**config.mk**
```make
export PLATFORM = sky130hd
export DESIGN_NAME = rv32i_encode
export DESIGN_NICKNAME = d
export VERILOG_FILES = /design/src/rtl/rv32i_pkg.sv /design/src/rtl/rv32i_pack.sv /design/src/rtl/rv32i_encode.sv
export SDC_FILE = /design/constraint.sdc
export NUM_CORES = 1
export LEC_CHECK = 0
export CORE_AREA = 2 2 108 110
export DETAILED_ROUTE_END_ITERATION = 7
export DIE_AREA = 0 0 110 112
export PLACE_DENSITY_LB_ADDON = 0.2
export RECOVER_POWER = 100
export SLEW_MARGIN = 30
export SYNTH_ARGS = -nofsm -noshare
export SYNTH_HDL_FRONTEND = slang
export SYNTH_SLANG_ARGS = --single-unit
```
**constraint.sdc**
```tcl
create_clock -name clk -period 4.2 [get_ports clk]
set_input_delay 1.26 -clock clk [delete_from_list [all_inputs] [get_ports clk]]
set_output_delay 1.26 -clock clk [all_outputs]
set_load 0.02 [all_outputs]
```
**src/rtl/rv32i_pkg.sv**
```systemverilog
// Shared RV32I definitions used by the encoder and the decoder.
// Contents: major opcode constants, the instruction-format enum, the
// canonical NOP word and a helper that maps an opcode to its format.
package rv32i_pkg;

    localparam logic [6:0] OP_R      = 7'b0110011;
    localparam logic [6:0] OP_LOAD   = 7'b0000011;
    localparam logic [6:0] OP_IMM    = 7'b0010011;
    localparam logic [6:0] OP_JALR   = 7'b1100111;
    localparam logic [6:0] OP_STORE  = 7'b0100011;
    localparam logic [6:0] OP_BRANCH = 7'b1100011;
    localparam logic [6:0] OP_LUI    = 7'b0110111;
    localparam logic [6:0] OP_AUIPC  = 7'b0010111;
    localparam logic [6:0] OP_JAL    = 7'b1101111;

    // addi x0, x0, 0
    localparam logic [31:0] NOP = 32'h0000_0013;

    typedef enum logic [2:0] {
        FMT_R,
        FMT_I,
        FMT_S,
        FMT_B,
        FMT_U,
        FMT_J,
        FMT_BAD
    } fmt_e;

    function automatic fmt_e fmt_of(input logic [6:0] op);
        case (op)
            OP_R:                     return FMT_R;
            OP_LOAD, OP_IMM, OP_JALR: return FMT_I;
            OP_STORE:                 return FMT_S;
            OP_BRANCH:                return FMT_B;
            OP_LUI, OP_AUIPC:         return FMT_U;
            OP_JAL:                   return FMT_J;
            default:                  return FMT_BAD;
        endcase
    endfunction

endpackage

```
**src/rtl/rv32i_pack.sv**
```systemverilog
// Combinational RV32I field packer.
// Ports:
//   opcode_i, rd_i, rs1_i, rs2_i, funct3_i, funct7_i, imm_i : decoded fields
//   instr_o : packed instruction word (NOP when err_o is set)
//   err_o   : immediate/funct7/opcode cannot be encoded in the selected format
module rv32i_pack
    import rv32i_pkg::*;
(
    input  logic [6:0]  opcode_i,
    input  logic [4:0]  rd_i,
    input  logic [4:0]  rs1_i,
    input  logic [4:0]  rs2_i,
    input  logic [2:0]  funct3_i,
    input  logic [6:0]  funct7_i,
    input  logic [31:0] imm_i,
    output logic [31:0] instr_o,
    output logic        err_o
);

    fmt_e        fmt;
    logic        is_shift;
    logic [31:0] word;
    logic        bad;

    // Sign-extension range checks: every bit above the field's sign bit must
    // replicate it, i.e. the upper slice is all ones or all zeros.
    logic fits12;
    logic fits13;
    logic fits21;

    assign fits12 = (&imm_i[31:11]) || !(|imm_i[31:11]);
    assign fits13 = (&imm_i[31:12]) || !(|imm_i[31:12]);
    assign fits21 = (&imm_i[31:20]) || !(|imm_i[31:20]);

    always_comb begin
        fmt      = fmt_of(opcode_i);
        // SLLI/SRLI/SRAI: funct3 001 or 101 under OP-IMM
        is_shift = (opcode_i == OP_IMM) && (funct3_i[1:0] == 2'b01);
        word     = 32'h0;
        bad      = 1'b0;
        case (fmt)
            FMT_R: begin
                word = {funct7_i, rs2_i, rs1_i, funct3_i, rd_i, opcode_i};
            end
            FMT_I: begin
                if (is_shift) begin
                    word = {funct7_i, imm_i[4:0], rs1_i, funct3_i, rd_i, opcode_i};
                    bad  = (|imm_i[31:5]) ||
                           !((funct7_i == 7'b0000000) || (funct7_i == 7'b0100000));
                end else begin
                    word = {imm_i[11:0], rs1_i, funct3_i, rd_i, opcode_i};
                    bad  = !fits12;
                end
            end
            FMT_S: begin
                word = {imm_i[11:5], rs2_i, rs1_i, funct3_i, imm_i[4:0], opcode_i};
                bad  = !fits12;
            end
            FMT_B: begin
                word = {imm_i[12], imm_i[10:5], rs2_i, rs1_i, funct3_i,
                        imm_i[4:1], imm_i[11], opcode_i};
                bad  = imm_i[0] || !fits13;
            end
            FMT_U: begin
                word = {imm_i[31:12], rd_i, opcode_i};
                bad  = |imm_i[11:0];
            end
            FMT_J: begin
                word = {imm_i[20], imm_i[10:1], imm_i[11], imm_i[19:12], rd_i, opcode_i};
                bad  = imm_i[0] || !fits21;
            end
            default: begin
                bad = 1'b1;
            end
        endcase
        instr_o = bad ? NOP : word;
        err_o   = bad;
    end

endmodule

```
**src/rtl/rv32i_encode.sv**
```systemverilog
// RV32I instruction encoder: decoded fields in, addressed 32-bit words out.
// Ports:
//   clk, rst_n                 : clock (rising edge), async active-low reset
//   in_valid/in_ready, in_*    : field request handshake
//   out_valid/out_ready        : word handshake; out_instr, out_addr, out_err
//   addr_load, addr_value      : reload of the address counter (word aligned)
//   err_count                  : saturating count of accepted erroring words
module rv32i_encode
    import rv32i_pkg::*;
#(
    parameter logic [31:0] BASE_ADDR = 32'h0000_0000,
    parameter int          ERR_CNT_W = 8
) (
    input  logic                 clk,
    input  logic                 rst_n,
    input  logic                 in_valid,
    output logic                 in_ready,
    input  logic [6:0]           in_opcode,
    input  logic [4:0]           in_rd,
    input  logic [4:0]           in_rs1,
    input  logic [4:0]           in_rs2,
    input  logic [2:0]           in_funct3,
    input  logic [6:0]           in_funct7,
    input  logic [31:0]          in_imm,
    output logic                 out_valid,
    input  logic                 out_ready,
    output logic [31:0]          out_instr,
    output logic [31:0]          out_addr,
    output logic                 out_err,
    input  logic                 addr_load,
    input  logic [31:0]          addr_value,
    output logic [ERR_CNT_W-1:0] err_count
);

    function automatic logic [ERR_CNT_W-1:0] sat_inc(input logic [ERR_CNT_W-1:0] v);
        return (&v) ? v : v + {{(ERR_CNT_W-1){1'b0}}, 1'b1};
    endfunction

    logic [31:0] pack_instr;
    logic        pack_err;

    rv32i_pack u_pack (
        .opcode_i (in_opcode),
        .rd_i     (in_rd),
        .rs1_i    (in_rs1),
        .rs2_i    (in_rs2),
        .funct3_i (in_funct3),
        .funct7_i (in_funct7),
        .imm_i    (in_imm),
        .instr_o  (pack_instr),
        .err_o    (pack_err)
    );

    logic                 valid_q, valid_d;
    logic [31:0]          instr_q, instr_d;
    logic [31:0]          addr_q,  addr_d;
    logic                 err_q,   err_d;
    logic [31:0]          cnt_q,   cnt_d;
    logic [ERR_CNT_W-1:0] errc_q,  errc_d;

    logic        accept;
    logic [31:0] load_addr;
    logic [31:0] word_addr;

    assign in_ready  = !valid_q || out_ready;
    assign accept    = in_valid && in_ready;
    assign load_addr = addr_value & 32'hFFFF_FFFC;
    // A load coincident with an accept addresses that very word.
    assign word_addr = addr_load ? load_addr : cnt_q;

    always_comb begin
        valid_d = valid_q;
        instr_d = instr_q;
        addr_d  = addr_q;
        err_d   = err_q;
        cnt_d   = cnt_q;
        errc_d  = errc_q;
        if (accept) begin
            valid_d = 1'b1;
            instr_d = pack_instr;
            err_d   = pack_err;
            addr_d  = word_addr;
            cnt_d   = word_addr + 32'd4;
            if (pack_err) begin
                errc_d = sat_inc(errc_q);
            end
        end else begin
            if (out_ready) begin
                valid_d = 1'b0;
            end
            if (addr_load) begin
                cnt_d = load_addr;
            end
        end
    end

    // Output register stage: input accept -> out_* one cycle later
    always_ff @(posedge clk or negedge rst_n) begin
        if (!rst_n) begin
            valid_q <= 1'b0;
            instr_q <= 32'h0;
            addr_q  <= 32'h0;
            err_q   <= 1'b0;
            cnt_q   <= BASE_ADDR;
            errc_q  <= '0;
        end else begin
            valid_q <= valid_d;
            instr_q <= instr_d;
            addr_q  <= addr_d;
            err_q   <= err_d;
            cnt_q   <= cnt_d;
            errc_q  <= errc_d;
        end
    end

    assign out_valid = valid_q;
    assign out_instr = instr_q;
    assign out_addr  = addr_q;
    assign out_err   = err_q;
    assign err_count = errc_q;

endmodule

```
==> results.sh, run 1 <==
export IMPL_status="finished, violations left"
export IMPL_violations="capacitance limit, slew limit"
export IMPL_die_w_um=110
export IMPL_p_int_w=0.001884
export IMPL_die_h_um=112
export IMPL_area_growth_pct=41.12
export IMPL_switching_share=0.2917
export IMPL_synthTopCellsByArea="dfrtp_1, mux2i_1, nand2_1, xnor2_1, o21ai_0"
export IMPL_grtUsageTotal=0.2503
export IMPL_cts_setup_buffers=0
export IMPL_clockBufferDepth=2
export IMPL_clock_latency_ns=0.34
export IMPL_place_area_sq_um=7508
export IMPL_layout_nets=837
export IMPL_ys_warn_count=0
export IMPL_finClkSkew_ns=0.006447
export IMPL_yosys_most_used_dff="dfrtp_1"
export IMPL_cts_sinks=106
export IMPL_ys_types=66
export IMPL_grt_ovfl_total=0
export IMPL_final_area_sq_um=7725
export IMPL_hold_path_class="flop to flop"
export IMPL_path_clk_slew_ns=0.07
export IMPL_drtPass1Iterations=6
export IMPL_numCtsBuffers=9
export IMPL_drv_cap=1
export IMPL_root_buffer="clkbuf_16"
export IMPL_worst_slew_pin_slew_ns=2.818
export IMPL_powerDensity_nw_per_um2=344.3
export IMPL_grt_first_pass_wirelength_mm=24.34
export IMPL_synthArstFlopShare=1.000
export IMPL_synthesis_area_sq_um=5474
export IMPL_dp_hpwl_mm=11.39
export IMPL_vdd_drop_max_uv=229.0
export IMPL_drc_errors=0
export IMPL_cts_resized=0
export IMPL_pwr_share_clk=0.307
export IMPL_final_util=0.6913
export IMPL_p_leak_nw=3.359
export IMPL_report_final_setup_viol=0
export IMPL_slew_viol_final=56
export IMPL_vias=4943
export IMPL_post_drt_wl_per_cell_um=16.86
export IMPL_synth_seq_cells=106
export IMPL_seq_area_frac_synth=0.4846
export IMPL_grt_max_degree=64
export IMPL_relSlewSlack=-0.8787
export IMPL_power_share_combinational=0.238
export IMPL_via_per_inst=5.611
export IMPL_grt_pass1_vias=5063
export IMPL_finalCritPeriodShare=0.9483
export IMPL_power_switching_w=0.0007759
export IMPL_ios=176
export IMPL_antenna_cells_inserted=0
export IMPL_cp_start_kind="primary input"
export IMPL_hold_viol=0
export IMPL_cts_tree="done"
export IMPL_ant_nets=0
export IMPL_finalNonFillerCells=881
export IMPL_drt_iter0_drc=270
export IMPL_port_buffers=173
export IMPL_synth_most_common_cell="dfrtp_1"
export IMPL_required_ns=4.44
export IMPL_path_max_fanout=22
export IMPL_rsz0062_at_grt="no"
export IMPL_synth_common_cells="dfrtp_1, nand2_1, mux2i_1"
export IMPL_gp_congestion=0.9632
export IMPL_fin_crit_ns=3.983
export IMPL_ctsHoldBuffers=0
export IMPL_die_area_sq_um=12320
export IMPL_core_area_sq_um=11170
export IMPL_syn_avg_cell_area_sq_um=10.10
export IMPL_syn_nets=646
export IMPL_fillers=914
export IMPL_critPathCaptureType="flop"
export IMPL_antenna_found_initial=0
export IMPL_drt_total_wl_mm=14.86
export IMPL_path_class="primary input to flop"
export IMPL_seq_power_share=0.454
export IMPL_start_util=0.4899
export IMPL_h_tree_depth=3
export IMPL_dp_cells=865
export IMPL_synth_edf_count=0
export IMPL_synth_top_cell_area_share=0.4846
export IMPL_synth_cells=542
export IMPL_drive_above_1_share=0.08401
export IMPL_fp_row_count=39
export IMPL_max_freq_mhz=251.1
export IMPL_yosysTopAreaCell="dfrtp_1"
export IMPL_cp_arrival_ns=4.23
power by group through the flow:
stage	registers, W	logic [W]	clock network (W)
6_report	0.00121	0.000634	0.000818
5_1_grt	0.00123	0.000690	0.000873
4_1_cts	0.00121	0.000676	0.000830
3_5_place_dp	0.00123	0.000673	0
3_3_place_gp	0.00122	0.000656	0
2_1_floorplan	0.00131	0.000223	0
state kept, by name, indices dropped and copies added, names as in the netlist:
| signal | cells |
|---|---|
| out_valid | 1 |
| cnt_q | 32 |
| out_instr | 32 |
| out_err | 1 |
| err_count | 8 |
| out_addr | 32 |
final cells by class:
type / instances / area (sq um) / share of cell area
Multi-Input combinational cell: 403 / 2630 / 0.3405
Clock buffer: 12 / 266.5 / 0.03450
Timing Repair Buffer: 206 / 1946 / 0.2519
Inverter: 7 / 26.28 / 0.003401
Clock inverter: 4 / 25.02 / 0.003239
Sequential cell: 106 / 2653 / 0.3434
Tap cell: 143 / 178.9 / 0.02316
layout by cell type, fill, tap and decap left out, drive strengths merged, types with 4 or more instances in the layout:
cell type | Yosys | routed
a21oi | 14 | 14
a222oi | 10 | 10
a22o | 8 | 8
a32oi | 4 | 4
and2 | 4 | 4
and3 | 6 | 6
and4 | 4 | 4
buf | 13 | 27
clkbuf | 13 | 20
clkdlybuf4s50 | 0 | 94
dfrtp | 106 | 106
dlygate4sd3 | 0 | 77
inv | 7 | 7
mux2 | 5 | 5
mux2i | 36 | 36
nand2 | 79 | 79
nand2b | 6 | 6
nand3 | 11 | 11
nand4 | 7 | 7
nor2 | 28 | 28
nor2b | 8 | 8
nor3 | 12 | 12
nor4 | 8 | 8
o211ai | 5 | 5
o21ai | 62 | 62
xnor2 | 26 | 26
xor2 | 11 | 11
metal layers:
layer / GRT usage / vias up / share of wire
li1: - / 2358 / -
met1: 0.3109 / 2365 / 0.41
met2: 0.4200 / 191 / 0.50
met3: 0.04567 / 29 / 0.067
met4: 0.1114 / 0 / 0.027
met5: 0 / - / 0
stage by stage:
stage / hold WS, ns / setup slack (ns) / total power, W / TNS, ns
after floorplan: 0.4690 / 0.04455 / 0.001535 / 0
after global placement: 0.4608 / -0.04989 / 0.001879 / -0.08465
after detailed placement: 0.4697 / -0.07717 / 0.001904 / -0.3239
after CTS: 0.4853 / 0.2821 / 0.002718 / 0
after global routing: 0.4908 / 0.01876 / 0.002788 / 0
final: 0.4774 / 0.2171 / 0.002660 / 0
path summary, 6_finish.rpt:
check | to | from | cells past startpoint | slack, ns
max reg2reg | out_instr[10] | out_valid | 8 | 1.46
max | out_instr[10] | in_opcode[4] | 13 | 0.22
min | out_addr[13] | out_addr[13] | 2 | 0.48
min in group asynchronous | out_addr[22] | rst_n | 1 | 1.81
min reg2reg | out_addr[13] | out_addr[13] | 2 | 0.48
max in group asynchronous | cnt_q[23] | rst_n | 2 | 0.63
critical path, cell delays in order:
cell and delay, ns:
clkdlybuf4s50_1 0.43, nand2b_1 0.20, o22ai_1 0.19, nand4_1 0.15
ha_1 0.24, o21ai_0 0.07, a31oi_1 0.08, and4bb_4 0.34
or4b_1 0.46, nand4b_1 0.18, nand3_1 0.10, buf_2 0.26
o21ai_0 0.26
logic make-up after synthesis:
| kind of cell | Yosys count | synth area share |
|---|---|---|
| buf+inv | 33 | 0.03086 |
| flops | 106 | 0.4846 |
| simple gates | 196 | 0.1895 |
| mux | 41 | 0.07611 |
| xor+xnor | 37 | 0.05920 |
| compound gates | 126 | 0.1529 |
| fa+ha+maj | 3 | 0.006858 |
Note: power is estimated with default switching activity, not from simulation.
==> run 2, diff against run 1 <==
--- a/config.mk
+++ b/config.mk
@@ -10,7 +10,6 @@
 export DIE_AREA = 0 0 110 112
 export PLACE_DENSITY_LB_ADDON = 0.2
 export RECOVER_POWER = 100
-export SLEW_MARGIN = 30
 export SYNTH_ARGS = -nofsm -noshare
 export SYNTH_HDL_FRONTEND = slang
 export SYNTH_SLANG_ARGS = --single-unit
==> results of run 2 <==
Same layout as run 1: the final DEF is identical, and so are final timing and power.
